$ cat config.mk
export PLATFORM = sky130hd
export DESIGN_NAME = hazard_scoreboard
export DESIGN_NICKNAME = d
export VERILOG_FILES = /design/src/rtl/hazard_scoreboard.sv
export SDC_FILE = /design/constraint.sdc
export NUM_CORES = 1
export LEC_CHECK = 0
export BUFFER_PORTS_ARGS = -buffer_cell sky130_fd_sc_hd__buf_2
export CORE_MARGIN = 3
export CORE_UTILIZATION = 30
export DETAILED_ROUTE_END_ITERATION = 8
export REMOVE_ABC_BUFFERS = 1
export SLEW_MARGIN = 20
export SYNTH_ARGS = -nofsm -noshare
export SYNTH_HDL_FRONTEND = slang
export SYNTH_SLANG_ARGS = --single-unit
$ cat constraint.sdc
create_clock -name CLK -period 2.3 [get_ports CLK]
set_input_delay 0.23 -clock CLK [delete_from_list [all_inputs] [get_ports CLK]]
set_output_delay 0.23 -clock CLK [all_outputs]
set_load 0.005 [all_outputs]
$ cat src/rtl/hazard_scoreboard.sv
// RAW hazard scoreboard for the decode stage: tracks in-flight register writes
// after ID and raises a combinational stall when the ID instruction depends on one.
module hazard_scoreboard #(
    parameter int DEPTH  = 2,
    parameter int REG_AW = 4,
    parameter int CNT_W  = 16
) (
    input  logic              CLK,
    input  logic              RST,
    input  logic              freeze,
    input  logic              branch_taken,
    input  logic              fwd_en,
    input  logic [REG_AW-1:0] src1,
    input  logic [REG_AW-1:0] src2,
    input  logic              two_src,
    input  logic              id_wb_en,
    input  logic              id_mem_r_en,
    input  logic [REG_AW-1:0] id_dest,
    output logic              hazard,
    output logic [DEPTH-1:0]  stage_valid,
    output logic [CNT_W-1:0]  stall_count
);

    typedef struct packed {
        logic              valid;
        logic [REG_AW-1:0] dest;
        logic              is_load;
    } entry_t;

    entry_t entries [DEPTH];
    logic   raw_hit;

    // With forwarding, only a load sitting in EXE can't be bypassed in time.
    always_comb begin
        // NOTE: default first so every path assigns raw_hit and no latch is inferred.
        raw_hit = 1'b0;
        for (int k = 0; k < DEPTH; k++) begin
            if (entries[k].valid &&
                (entries[k].dest == src1 || (two_src && entries[k].dest == src2)) &&
                (!fwd_en || (k == 0 && entries[k].is_load))) begin
                raw_hit = 1'b1;
            end
        end
        hazard = raw_hit && !branch_taken;
    end

    always_comb begin
        stage_valid = '0;
        for (int k = 0; k < DEPTH; k++) begin
            stage_valid[k] = entries[k].valid;
        end
    end

    always_ff @(posedge CLK) begin
        if (RST) begin
            // NOTE: the entry array is tiny control state, so every field is reset, not just valid.
            for (int k = 0; k < DEPTH; k++) begin
                entries[k] <= '0;
            end
            stall_count <= '0;
        end else if (!freeze) begin
            // NOTE: non-blocking assignments make this a true shift of last cycle's values.
            for (int k = 1; k < DEPTH; k++) begin
                entries[k] <= entries[k-1];
            end
            if (hazard || branch_taken || !id_wb_en) begin
                entries[0] <= '0;
            end else begin
                entries[0] <= '{valid: 1'b1, dest: id_dest, is_load: id_mem_r_en};
            end
            if (hazard && stall_count != '1) begin
                stall_count <= stall_count + CNT_W'(1);
            end
        end
    end

endmodule
==> impl_metrics.toml, run 1 <==
[placed_design]
hpwl_mm = 2.79
port_buffers = 38
gp_congestion = 0.793

[synth]
synth_top_area_frac = 0.220
synthArstFlopShare = 0
syn_avg_cell_area_um2 = 9.50
synth.distinct_cells = 41
ys_top_cells_by_area = "dfxtp_1, edfxtp_1, xor2_1, mux2_2, and2_1"
yosys_register_bits = 27
synth_flop_cell = "dfxtp_1"
synth-edff-count = 10
netlist_area_um2 = 1550
synth.top_cells.by_count = "dfxtp_1, xor2_1, nor2_1"
synth.most_common_cell = "dfxtp_1"
syn_inst = 163
yosys.area.top_type = "dfxtp_1"
synth_sequential_area_ratio = 0.414
synth_warnings = 0

[global_routing]
grt_max_degree = 24
overflow = 0
grt_pass1_vias = 1316
grt_usage = 0.124
grt_pass1_wl_mm = 6.01
antenna_found_initial = 0

[finish]
final_nets = 229
synthToLayoutAreaGrowth_pct = 25.7
layout-drive-gt1-share = 0.357
antenna_cells = 0
fin_util = 0.402

[routing]
wl_per_cell_um = 13.3
ant_nets = 0
first_iter_violations = 76
firstDrtPassIters = 4
drc = 0
wirelength_mm = 3.64
vias_per_cell = 4.92
vias = 1348

[critical_path]
crit_fanout = 13
end_kind = "flop"
cp_data_arrival_time_ns = 2.45
path_class = "reg2reg"
start_kind = "flop"
worstPathRequired_ns = 2.50

[power]
p_clk_frac = 0.307
p_leak_nw = 0.775
internal_power_mw = 0.673
switchingPower_mw = 0.204
switching_share = 0.233
powerDensity_nw_per_um2 = 450
seqPwrFrac = 0.587
combPwrFrac = 0.106
ir_drop_uv = 313
power.total_mw = 0.877

[timing]
fmax_mhz = 445
finalCritPeriodShare = 0.977
worst_pin_slew_ns = 0.502
drv_slew = 0
period_minus_slack_ns = 2.25
skew_ns = 0.00887
relSlewSlack = 0.665
rsz0062_at_grt = "yes"
setup_violations = 0
finalHoldViolCount = 0
fin_hold_ws_ns = 0.234

[clock_tree]
cts_tree = "yes"
cts_hold_buf = 0
insertion_delay_ns = 0.27
path_clk_slew_ns = 0.08
numCtsBuffers = 3
cts_root_buf = "clkbuf_8"
htreeDepth = 1
cts.path.max_buffers = 2
clkSinkCount = 27

[run]
cap_violations = 0

[floorplan]
num_rows = 25
die_x_um = 77.9
io_pins = 39
core_um2 = 4850
start_util = 0.319
die-area_um2 = 6060
fp.dieH_um = 77.9

[hold_path]
hold_path.class = "in2reg"

[status]
outcome = "finished, final reports clean"
==> worst max-delay path, cell delays in order (launching register included) <==
cell	delay, ns
edfxtp_1	0.42
xor2_1	0.17
nor4_2	0.29
a31oi_1	0.07
o32a_2	0.41
buf_8	0.17
or4_4	0.50
a21oi_1	0.15
==> power by group through the flow <==
stage | Combinational [mW] | Sequential, mW | Clock (mW)
after detailed placement | 0.0870 | 0.527 | 0
after global placement | 0.0857 | 0.525 | 0
final | 0.0926 | 0.515 | 0.269
after CTS | 0.0884 | 0.515 | 0.282
after global routing | 0.103 | 0.517 | 0.305
after floorplan | 0.0413 | 0.524 | 0
==> flip-flops by register name, summed over array words and instances (netlist names) <==
| register | cells |
|---|---|
| stall_count | 16 |
| entries | 11 |
==> logic make-up (layout without fill, tap and decap cells) <==
group                      Yosys count  count (layout)  synth area share
and+or+nand+nor                     75              75             0.283
buffers and inverters               12              56            0.0485
adders and majority gates            1               1           0.00808
AOI/OAI and AO/OA                   26              26             0.113
xor gates and xnor gates            16              16            0.0905
DFF                                 27              27             0.414
muxes                                6               6            0.0436
==> final cells by class <==
type | instances | area (µm²)
multi-input cells | 124 | 886
clock buffers | 4 | 45.0
repair buffers | 48 | 277
inverters | 4 | 15.0
fillers | 504 | 2900
flip-flops and latches | 27 | 641
well taps | 67 | 83.8
==> layout by cell type (no fill, tap or decap), types with 4 or more instances in the layout <==
cell | synthesis | final
mux2_2 | 6 | 6
nor2_1 | 13 | 13
inv_1 | 4 | 4
nand2_1 | 9 | 9
a21oi_1 | 9 | 6
and2_1 | 10 | 10
buf_4 | 2 | 8
buf_2 | 0 | 38
nor2b_1 | 5 | 5
edfxtp_1 | 10 | 10
nor3_1 | 7 | 5
xor2_1 | 14 | 14
o21ai_0 | 6 | 6
or4_1 | 7 | 5
o31ai_1 | 4 | 4
dfxtp_1 | 17 | 17
==> per-layer routing <==
layer,GRT usage,vias to the layer above,part of all wire
met2,0.181,46,0.44
met4,0.0480,0,0.013
met5,0,-,0
met1,0.175,622,0.48
met3,0.0290,4,0.065
li1,-,676,-
==> worst paths after layout <==
path                                     start                      endpoint  slack (ns)  depth (start not counted)
setup reg to reg   entries[1][3]$_SDFFCE_PN0P_  stall_count[10]$_SDFFE_PP0P_        0.05                          7
hold / removal                      id_dest[3]       entries[0][4]$_DFFE_PP_        0.23                          2
setup / recovery   entries[1][3]$_SDFFCE_PN0P_  stall_count[10]$_SDFFE_PP0P_        0.05                          7
hold reg to reg   stall_count[14]$_SDFFE_PP0P_  stall_count[14]$_SDFFE_PP0P_        0.50                          2
==> stage by stage <==
stage	cell area, µm²	std cells	worst slack, ns	TNS (ns)
2_1_floorplan	1490	155	0.0976	0
3_3_place_gp	1820	267	0.0438	0
3_5_place_dp	1820	267	-0.0189	-0.0640
4_1_cts	1870	272	0.00682	0
5_1_grt	1950	274	-0.0933	-0.679
6_report	1950	274	0.0526	0
==> what timing repair did <==
| item | in CTS | in global routing |
|---|---|---|
| endpoints found under the hold margin | 0 | 0 |
| buffers inserted | 1 | 2 |
| endpoints found under the setup margin | 5 | 17 |
| pin swaps | 2 | 5 |
| resized for setup | 2 | 13 |
Note: power is estimated with default switching activity, not from simulation.
==> inputs of run 2 (changes only) <==
--- a/config.mk
+++ b/config.mk
@@ -10,6 +10,7 @@
 export CORE_UTILIZATION = 30
 export DETAILED_ROUTE_END_ITERATION = 8
 export REMOVE_ABC_BUFFERS = 1
+export SKIP_CTS_REPAIR_TIMING = 1
 export SLEW_MARGIN = 20
 export SYNTH_ARGS = -nofsm -noshare
 export SYNTH_HDL_FRONTEND = slang
==> constraint.sdc (replaced) <==
create_clock -name CLK -period 2.1 [get_ports CLK]
set_input_delay 0.21 -clock CLK [delete_from_list [all_inputs] [get_ports CLK]]
set_output_delay 0.21 -clock CLK [all_outputs]
set_load 0.05 [all_outputs]
==> impl_metrics.toml, run 2 (same netlist as run 1, synthesis figures left out) <==
[finish]
layout_common_cells = "buf_2, buf_4, dfxtp_1, xor2_1, nor2_1"
fin_util = 0.451
mostFrequentLayoutCell = "buf_2"
synthToLayoutAreaGrowth_pct = 41.2
final_nets = 248
design_area_um2 = 2190
layout-drive-gt1-share = 0.447
fillCellCount = 489
antenna_cells = 0
largestRegisters = "stall_count (16), entries (11)"
largest_register = "stall_count"
fin_cells = 293
largest_register_ffs = 16

[placed_design]
hpwl_mm = 2.79
place_area_um2 = 1940
gp_congestion = 0.800
port_buffers = 38
dpl.cell_count = 284
pre_cts_ws_ns = -0.216

[run]
cap_violations = 0

[power]
power.total_mw = 0.980
ir_drop_uv = 244
powerDensity_nw_per_um2 = 448
p_leak_nw = 0.968

[global_routing]
grt_pass1_vias = 1331
grt_usage = 0.121
antenna_found_initial = 0
grt_pass1_wl_mm = 6.00
overflow = 0
grt_max_degree = 24

[critical_path]
slowest_delay_ns = 0.52
crit_fanout = 8
critical_path.slowest_cell = "or4_4"
end_kind = "flop"
critPathBufInv = 1
start_kind = "flop"
worstPathRequired_ns = 2.31
cp_cell_sequence = "xor2_1, nor4_1, a31oi_1, o32a_4, buf_8, or4_4, a21oi_2"
path_class = "reg2reg"
cp_data_arrival_time_ns = 2.46
cpLargestDelayFamily = "simple AND/OR/NAND/NOR gates"

[timing]
rsz0062_at_grt = "yes"
worst_slack_ns = -0.144
fmax_mhz = 446
drv_slew = 0
finalCritPeriodShare = 1.07
tns_ns = -1.27
skew_ns = 0.00733
period_minus_slack_ns = 2.24
setup_violations = 15
finalHoldViolCount = 0
worst_pin_slew_ns = 0.511
fin_hold_ws_ns = 0.228
relSlewSlack = 0.660

[clock_tree]
path_clk_slew_ns = 0.09
clkSinkCount = 27
cts.path.max_buffers = 2
htreeDepth = 1
insertion_delay_ns = 0.27
numCtsBuffers = 3
cts_tree = "yes"
cts_root_buf = "clkbuf_8"

[floorplan]
start_util = 0.319
io_pins = 39
num_rows = 25
die-area_um2 = 6060
die_x_um = 77.9
fp.dieH_um = 77.9
core_um2 = 4850

[routing]
wirelength_mm = 4.01
ant_nets = 0
first_iter_violations = 99
firstDrtPassIters = 4
vias = 1435
vias_per_cell = 4.90
wl_per_cell_um = 13.7
drc = 0

[status]
outcome = "complete, but fails checks"
violations = "negative setup slack"

[hold_path]
hold_path.class = "in2reg"
## run 2: cell type report
type / count / area (µm²) / area share
multi-input cells: 124 / 960 / 0.439
flip-flops and latches: 27 / 641 / 0.293
repair buffers: 67 / 443 / 0.203
well taps: 67 / 83.8 / 0.0383
clock buffers: 4 / 45.0 / 0.0206
inverters: 4 / 15.0 / 0.00686
## run 2: report_power, final
group	total (mW)	leakage, nW	internal, mW	switching, mW
registers	0.563	0.248	0.554	0.00896
clock network	0.296	0.0228	0.136	0.160
logic	0.121	0.697	0.0559	0.0647
total	0.980	0.968	0.746	0.234
## run 2: worst paths after layout
kind | startpoint | end | slack [ns] | cells past startpoint
worst max-delay path | entries[1][1]$_SDFFCE_PN0P_ | stall_count[11]$_SDFFE_PP0P_ | -0.14 | 7
worst min-delay path | id_dest[0] | entries[0][1]$_DFFE_PP_ | 0.23 | 2
worst max register to register | entries[1][1]$_SDFFCE_PN0P_ | stall_count[11]$_SDFFE_PP0P_ | -0.14 | 7
worst min register to register | stall_count[14]$_SDFFE_PP0P_ | stall_count[14]$_SDFFE_PP0P_ | 0.52 | 2
## run 2: worst register-to-register path, cell delays in order (launching register included)
cell	delay [ns]
edfxtp_1	0.42
xor2_1	0.16
nor4_1	0.27
a31oi_1	0.09
o32a_4	0.43
buf_8	0.16
or4_4	0.52
a21oi_2	0.13
## run 2: routing by layer
layer	wire, µm	global-route usage
met3	270	0.0290
met4	23	0.0374
met1	1980	0.174
met5	0	0
met2	1730	0.176
